--- config.mk ---
export PLATFORM = sky130hd
export DESIGN_NAME = dps_decoder_20
export DESIGN_NICKNAME = d
export VERILOG_FILES = /design/src/rtl/dps_decoder_20_pkg.sv /design/src/rtl/dps_decoder_20_weight_lane.sv /design/src/rtl/dps_decoder_20.sv
export SDC_FILE = /design/constraint.sdc
export NUM_CORES = 1
export LEC_CHECK = 0
export BUFFER_PORTS_ARGS = -buffer_cell sky130_fd_sc_hd__buf_2
export CAP_MARGIN = 40
export CORE_MARGIN = 3
export CORE_UTILIZATION = 40
export DETAILED_ROUTE_END_ITERATION = 8
export GPL_TIMING_DRIVEN = 0
export PLACE_DENSITY = 0.65
export SKIP_LAST_GASP = 1
export SLEW_MARGIN = 20
export SYNTH_ARGS = -nofsm -noshare
export SYNTH_HDL_FRONTEND = slang
export SYNTH_HIERARCHICAL = 1
export SYNTH_SLANG_ARGS = --single-unit
--- constraint.sdc ---
create_clock -name clock -period 16.75 [get_ports clock]
set_clock_uncertainty 0.05 [all_clocks]
set_input_delay 2.5125 -clock clock [delete_from_list [all_inputs] [get_ports clock]]
set_output_delay 2.5125 -clock clock [all_outputs]
set_load 0.005 [all_outputs]
--- src/rtl/dps_decoder_20_pkg.sv ---
// Shared definitions for the 20-wire DPS (Fibonacci-numeral) decoder.
//   - FNS02..FNS21 : Fibonacci numeral weights (FNS02 = FNS03/2 = 1, 1, 2, 3, 5, ...)
//   - DBLEN20      : decoded data word width
//   - dps_weight() : weight of codeword bit k on the 20-wire bus
//   - dps_state_e  : decoder FSM states
package dps_decoder_20_pkg;

  localparam int unsigned CODE_W = 20;

  localparam int unsigned FNS02 = 1;
  localparam int unsigned FNS03 = 2;
  localparam int unsigned FNS04 = 3;
  localparam int unsigned FNS05 = 5;
  localparam int unsigned FNS06 = 8;
  localparam int unsigned FNS07 = 13;
  localparam int unsigned FNS08 = 21;
  localparam int unsigned FNS09 = 34;
  localparam int unsigned FNS10 = 55;
  localparam int unsigned FNS11 = 89;
  localparam int unsigned FNS12 = 144;
  localparam int unsigned FNS13 = 233;
  localparam int unsigned FNS14 = 377;
  localparam int unsigned FNS15 = 610;
  localparam int unsigned FNS16 = 987;
  localparam int unsigned FNS17 = 1597;
  localparam int unsigned FNS18 = 2584;
  localparam int unsigned FNS19 = 4181;
  localparam int unsigned FNS20 = 6765;
  localparam int unsigned FNS21 = 10946;

  // Data word is the narrowest width that still carries FNS21.
  localparam int unsigned DBLEN20 = $clog2(FNS21);

  typedef enum logic [1:0] {
    IDLE  = 2'd0,
    ACCUM = 2'd1,
    DONE  = 2'd2
  } dps_state_e;

  // Weight of codeword bit k. Bit 18 carries double weight and bit 19 sits
  // above it numerically lower; this is the DPS bus layout, not a typo.
  function automatic logic [DBLEN20-1:0] dps_weight(input logic [4:0] k);
    logic [DBLEN20-1:0] w;
    case (k)
      5'd0:    w = DBLEN20'(1);
      5'd1:    w = DBLEN20'(FNS02);
      5'd2:    w = DBLEN20'(FNS03);
      5'd3:    w = DBLEN20'(FNS04);
      5'd4:    w = DBLEN20'(FNS05);
      5'd5:    w = DBLEN20'(FNS06);
      5'd6:    w = DBLEN20'(FNS07);
      5'd7:    w = DBLEN20'(FNS08);
      5'd8:    w = DBLEN20'(FNS09);
      5'd9:    w = DBLEN20'(FNS10);
      5'd10:   w = DBLEN20'(FNS11);
      5'd11:   w = DBLEN20'(FNS12);
      5'd12:   w = DBLEN20'(FNS13);
      5'd13:   w = DBLEN20'(FNS14);
      5'd14:   w = DBLEN20'(FNS15);
      5'd15:   w = DBLEN20'(FNS16);
      5'd16:   w = DBLEN20'(FNS17);
      5'd17:   w = DBLEN20'(FNS18);
      5'd18:   w = DBLEN20'(2 * FNS19);
      5'd19:   w = DBLEN20'(FNS20);
      default: w = '0;
    endcase
    return w;
  endfunction

endpackage

--- src/rtl/dps_decoder_20_weight_lane.sv ---
// dps_weight_lane: combinational partial weighted sum of LANES codeword bits.
//   bits_i  [LANES]   codeword bits base_i .. base_i+LANES-1
//   base_i  [5]       codeword index of bits_i[0]
//   psum_o  [DBLEN20] sum of bits_i[j] * w(base_i + j), truncated to DBLEN20
module dps_weight_lane
  import dps_decoder_20_pkg::*;
#(
  parameter int unsigned LANES = 4
) (
  input  logic [LANES-1:0]   bits_i,
  input  logic [4:0]         base_i,
  output logic [DBLEN20-1:0] psum_o
);

  always_comb begin
    psum_o = '0;
    for (int unsigned j = 0; j < LANES; j++) begin
      if (bits_i[j]) begin
        psum_o = psum_o + dps_weight(base_i + 5'(j));
      end
    end
  end

endmodule

--- src/rtl/dps_decoder_20.sv ---
// dps_decoder_20: receive-side decoder for the 20-wire DPS bus.
// Rebuilds the DBLEN20-bit data word as the weighted sum of the codeword
// bits, LANES bits per cycle, with valid/ready on both sides.
//   clock      rising-edge clock
//   rst_n      asynchronous active-low reset
//   code_in    [20] received codeword      in_valid / in_ready  : input handshake
//   data_out   [DBLEN20] decoded word      out_valid / out_ready: output handshake
module dps_decoder_20
  import dps_decoder_20_pkg::*;
#(
  parameter int unsigned LANES = 4
) (
  input  logic               clock,
  input  logic               rst_n,
  input  logic [CODE_W-1:0]  code_in,
  input  logic               in_valid,
  output logic               in_ready,
  output logic [DBLEN20-1:0] data_out,
  output logic               out_valid,
  input  logic               out_ready
);

  if (!(LANES == 1 || LANES == 2 || LANES == 4 || LANES == 5 ||
        LANES == 10 || LANES == 20)) begin : g_bad_lanes
    $error("dps_decoder_20: LANES must be one of 1, 2, 4, 5, 10, 20");
  end

  localparam int unsigned ITER      = CODE_W / LANES;
  localparam logic [4:0]  LANE_STEP = 5'(LANES);
  localparam logic [4:0]  LAST_IDX  = 5'((ITER - 1) * LANES);

  dps_state_e         state_q,  state_d;
  logic [CODE_W-1:0]  shadow_q, shadow_d;
  logic [DBLEN20-1:0] acc_q,    acc_d;
  logic [4:0]         idx_q,    idx_d;
  logic [DBLEN20-1:0] data_q,   data_d;

  logic [LANES-1:0]   lane_bits;
  logic [DBLEN20-1:0] lane_psum;
  logic [DBLEN20-1:0] acc_sum;

  assign lane_bits = LANES'(shadow_q >> idx_q);
  assign acc_sum   = acc_q + lane_psum;

  dps_weight_lane #(
    .LANES (LANES)
  ) u_lane (
    .bits_i (lane_bits),
    .base_i (idx_q),
    .psum_o (lane_psum)
  );

  always_ff @(posedge clock or negedge rst_n) begin
    if (!rst_n) begin
      state_q  <= IDLE;
      shadow_q <= '0;
      acc_q    <= '0;
      idx_q    <= '0;
      data_q   <= '0;
    end else begin
      state_q  <= state_d;
      shadow_q <= shadow_d;
      acc_q    <= acc_d;
      idx_q    <= idx_d;
      data_q   <= data_d;
    end
  end

  always_comb begin
    state_d   = state_q;
    shadow_d  = shadow_q;
    acc_d     = acc_q;
    idx_d     = idx_q;
    data_d    = data_q;
    in_ready  = 1'b0;
    out_valid = 1'b0;

    case (state_q)
      IDLE: begin
        in_ready = 1'b1;
        if (in_valid) begin
          shadow_d = code_in;
          acc_d    = '0;
          idx_d    = '0;
          state_d  = ACCUM;
        end
      end

      ACCUM: begin
        acc_d = acc_sum;
        idx_d = idx_q + LANE_STEP;
        // Final slice: the completed sum goes straight to the output register
        // on the same edge that enters DONE.
        if (idx_q == LAST_IDX) begin
          data_d  = acc_sum;
          state_d = DONE;
        end
      end

      DONE: begin
        out_valid = 1'b1;
        if (out_ready) begin
          state_d = IDLE;
        end
      end

      default: begin
        state_d = IDLE;
      end
    endcase
  end

  assign data_out = data_q;

endmodule

==> qor.csv <==
stage;metric;value;unit
synth;avgSynthCellArea;7.75;um2
timing;grt_setup_unrepaired;false;
route;wirelength;17.2;mm
die;dieWidth;134;um
die;dieHeight;134;um
critical_path;max_stage_delay;670;ps
cts;post_cts_resized;0;
cts;cts_tree;done;
cells_and_area;seqCellArea;1330;um2
timing;tightest_slew;871;ps
critical_path;worst-path-stages;37;
timing;min_period;8690;ps
die;dieArea;17900;um2
critical_path;critPathCaptureType;flop;
synth;synth_top_area_share;20.4;%
synth;yosysWarnings;6;
synth;yosys.area_share.simple;21.9;%
cells_and_area;drive_gt1_share;11.2;%
route;dr.pass1.iters;5;
critical_path;reg2reg_slack;8060;ps
global_route;grt_first_pass_wirelength;29.0;mm
place;gp_congestion;0.908;
synth;synth_top_area_cell;dfrtp_1;
critical_path;timing.rr.end;data_out[13];
timing;max-slew-margin-rel;41.9;%
place;dpl.cell_count;1113;
synth;synth_cells;841;
synth;synth_edf_count;0;
timing;tns;0;ps
route;drt.antenna.violating_nets;0;
critical_path;critPathSlowestCell;dfrtp_1;
critical_path;critical_path_required;16880;ps
timing;holdWs;425;ps
synth;synth-compound-area-share;23.9;%
die;coreArea;15900;um2
cells_and_area;fillers;1630;
timing;period_share;51.9;%
critical_path;critical_path_buf_inv_count;2;
critical_path;crit_top_cell;ha_1;
cts;h-tree-depth;2;
cells_and_area;final_nets;1004;
place;io_buffers;39;
timing;setup_violations;0;
synth;synth_top_family_by_area;compound AO/OA/AOI/OAI gates;
cells_and_area;stdcell_count;1121;
critical_path;worstSetupStartpoint;idx_q[3];
critical_path;arrival;8810;ps
synth;synth-seq-cells;53;
synth;async_flop_share;100;%
global_route;antenna_found_initial;0;
synth;seq_area_frac_synth;20.4;%
global_route;grt_max_degree;54;
global_route;overflow;0;
cts;hold_buffers;0;
cts;root_buffer;clkbuf_16;
synth;synth.area.top_cells;dfrtp_1 (20%), ha_1 (14%), nand2_1 (7.7%);
cts;cts_buffer_depth;2;
die;rows;46;
route;dr.first_iter.drc_count;387;
route;drc_errors;0;
die;start_util;41.0;%
cts;postCtsSetupBuffers;0;
critical_path;r2r_cells;37;
cells_and_area;syn2layout_area_growth;10.8;%
die;num_io_pins;40;
synth;synthMuxAreaShare;6.78;%
synth;synth.cell_area;6520;um2
global_route;track_usage;19.5;%
synth;synth-main-ff-cell;dfrtp_1;
timing;setup_ws;8060;ps
cts;insertion_delay;300;ps
job;max_cap_violations;0;
cells_and_area;multiInputGateArea;4930;um2
cells_and_area;diodes;0;
timing;fmax;0.115;GHz
global_route;first_global_vias;5951;
route;routedWlPerCell;15.3;um
critical_path;path_class;reg -> reg;
outcome;status;completed;
cts;clk_pin_slew;60;ps
synth;yosys.cell_types.count;81;
route;viasPerCell;5.43;
critical_path;timing.rr.start;idx_q[3];
critical_path;worst-path-max-fanout;14;
min_path;worst_hold_path_type;reg -> reg;
place;place_hpwl;13.5;mm
timing;slew_violations;0;
place;pre_cts_ws;8140;ps
cts;numCtsBuffers;5;
synth;synth_adder_area_share;15.2;%
synth;synthXorXnorAreaFrac;6.82;%
cts;numClockSinks;53;
timing;final_hold_viol_count;0;
critical_path;start_kind;flop;
route;vias;6084;
critical_path;critPathTopFamily;compound AO/OA/AOI/OAI gates;
critical_path;crit_end;data_out[13];
[synth_stat cells, types with 17 or more instances]
cell type / instances
mux2_2: 23
nand2_1: 134
dfrtp_1: 53
a21oi_1: 47
ha_1: 72
xor2_1: 17
o21a_1: 21
nand3_1: 25
nor2_1: 57
inv_1: 38
o21ai_0: 49
xnor2_1: 31
clkbuf_1: 31
[cells by family after synthesis]
family | count (synthesis)
AND/OR/NAND/NOR | 305
AO/OA/AOI/OAI | 236
buffers and inverters | 80
adder cells (fa/ha/maj) | 77
flip-flops | 53
XOR/XNOR | 49
multiplexers | 40
other | 1
[registers in the layout, summed over array words and instances (netlist names)]
register,count
acc_q,14
data_out,14
idx_q,3
shadow_q,20
state_q,2
[placed cells by master, fill, tap and decap left out, types with 5 or more instances in the layout]
cell type  synthesis  routed
a211oi_1           6       6
a21o_1            16      16
a21oi_1           47      47
a21oi_2            5       5
a31oi_1           11      11
and2_1             9       9
and3_1             9       9
buf_2              4      42
clkbuf_1          31      32
clkbuf_16          0       5
conb_1             1      18
dfrtp_1           53      53
ha_1              72      72
inv_1             38      38
mux2_2            23      23
mux2i_1           16      16
nand2_1          134     134
nand2b_1          14      14
nand3_1           25      25
nor2_1            57      57
nor2b_1           12      12
nor3_1            14      14
o21a_1            21      21
o21ai_0           49      49
o21ai_1           13      13
o21bai_1           6       6
o22ai_1           11      11
o31ai_1            8       8
xnor2_1           31      31
xor2_1            17      17
[worst min-delay path by stage]
stage            startpoint            to  depth (start not counted)
3_3_place_gp   shadow_q[10]  shadow_q[10]                          2
4_1_cts        shadow_q[10]  shadow_q[10]                          2
6_report       shadow_q[10]  shadow_q[10]                          2
2_1_floorplan   shadow_q[8]   shadow_q[8]                          2
5_1_grt        shadow_q[13]  shadow_q[13]                          2
3_5_place_dp   shadow_q[10]  shadow_q[10]                          2
[metal layers]
metal	share of wire [%]	global-route usage, %	up-vias
met5	0	0	-
met3	4.3	1.40	35
li1	-	-	3094
met4	3.1	7.54	0
met2	45	32.4	153
met1	48	26.5	2802
[area by class of cell]
cell class              count  area share (%)
well taps                 216            3.74
clock buffers               7            1.98
inverters                  40            2.08
clock inverters             1           0.416
repair buffers             39            2.74
plain buffers              40            2.39
flip-flops and latches     53            18.4
multi-input cells         725            68.3
[through the flow]
step	cell area [um2]	util (%)
floorplan	6580	-
global placement	7050	44.4
detailed placement	7050	44.4
CTS	7220	45.5
global route	7220	45.5
finish	7220	45.5
[tightest hold or removal path: stages (launching register included)]
cell,delay (ps)
dfrtp_1,340
nand2_1,50
nand2_1,50
Power is not shown: default switching activity piles up to over one toggle a cycle in this logic, so the estimate is an artifact.
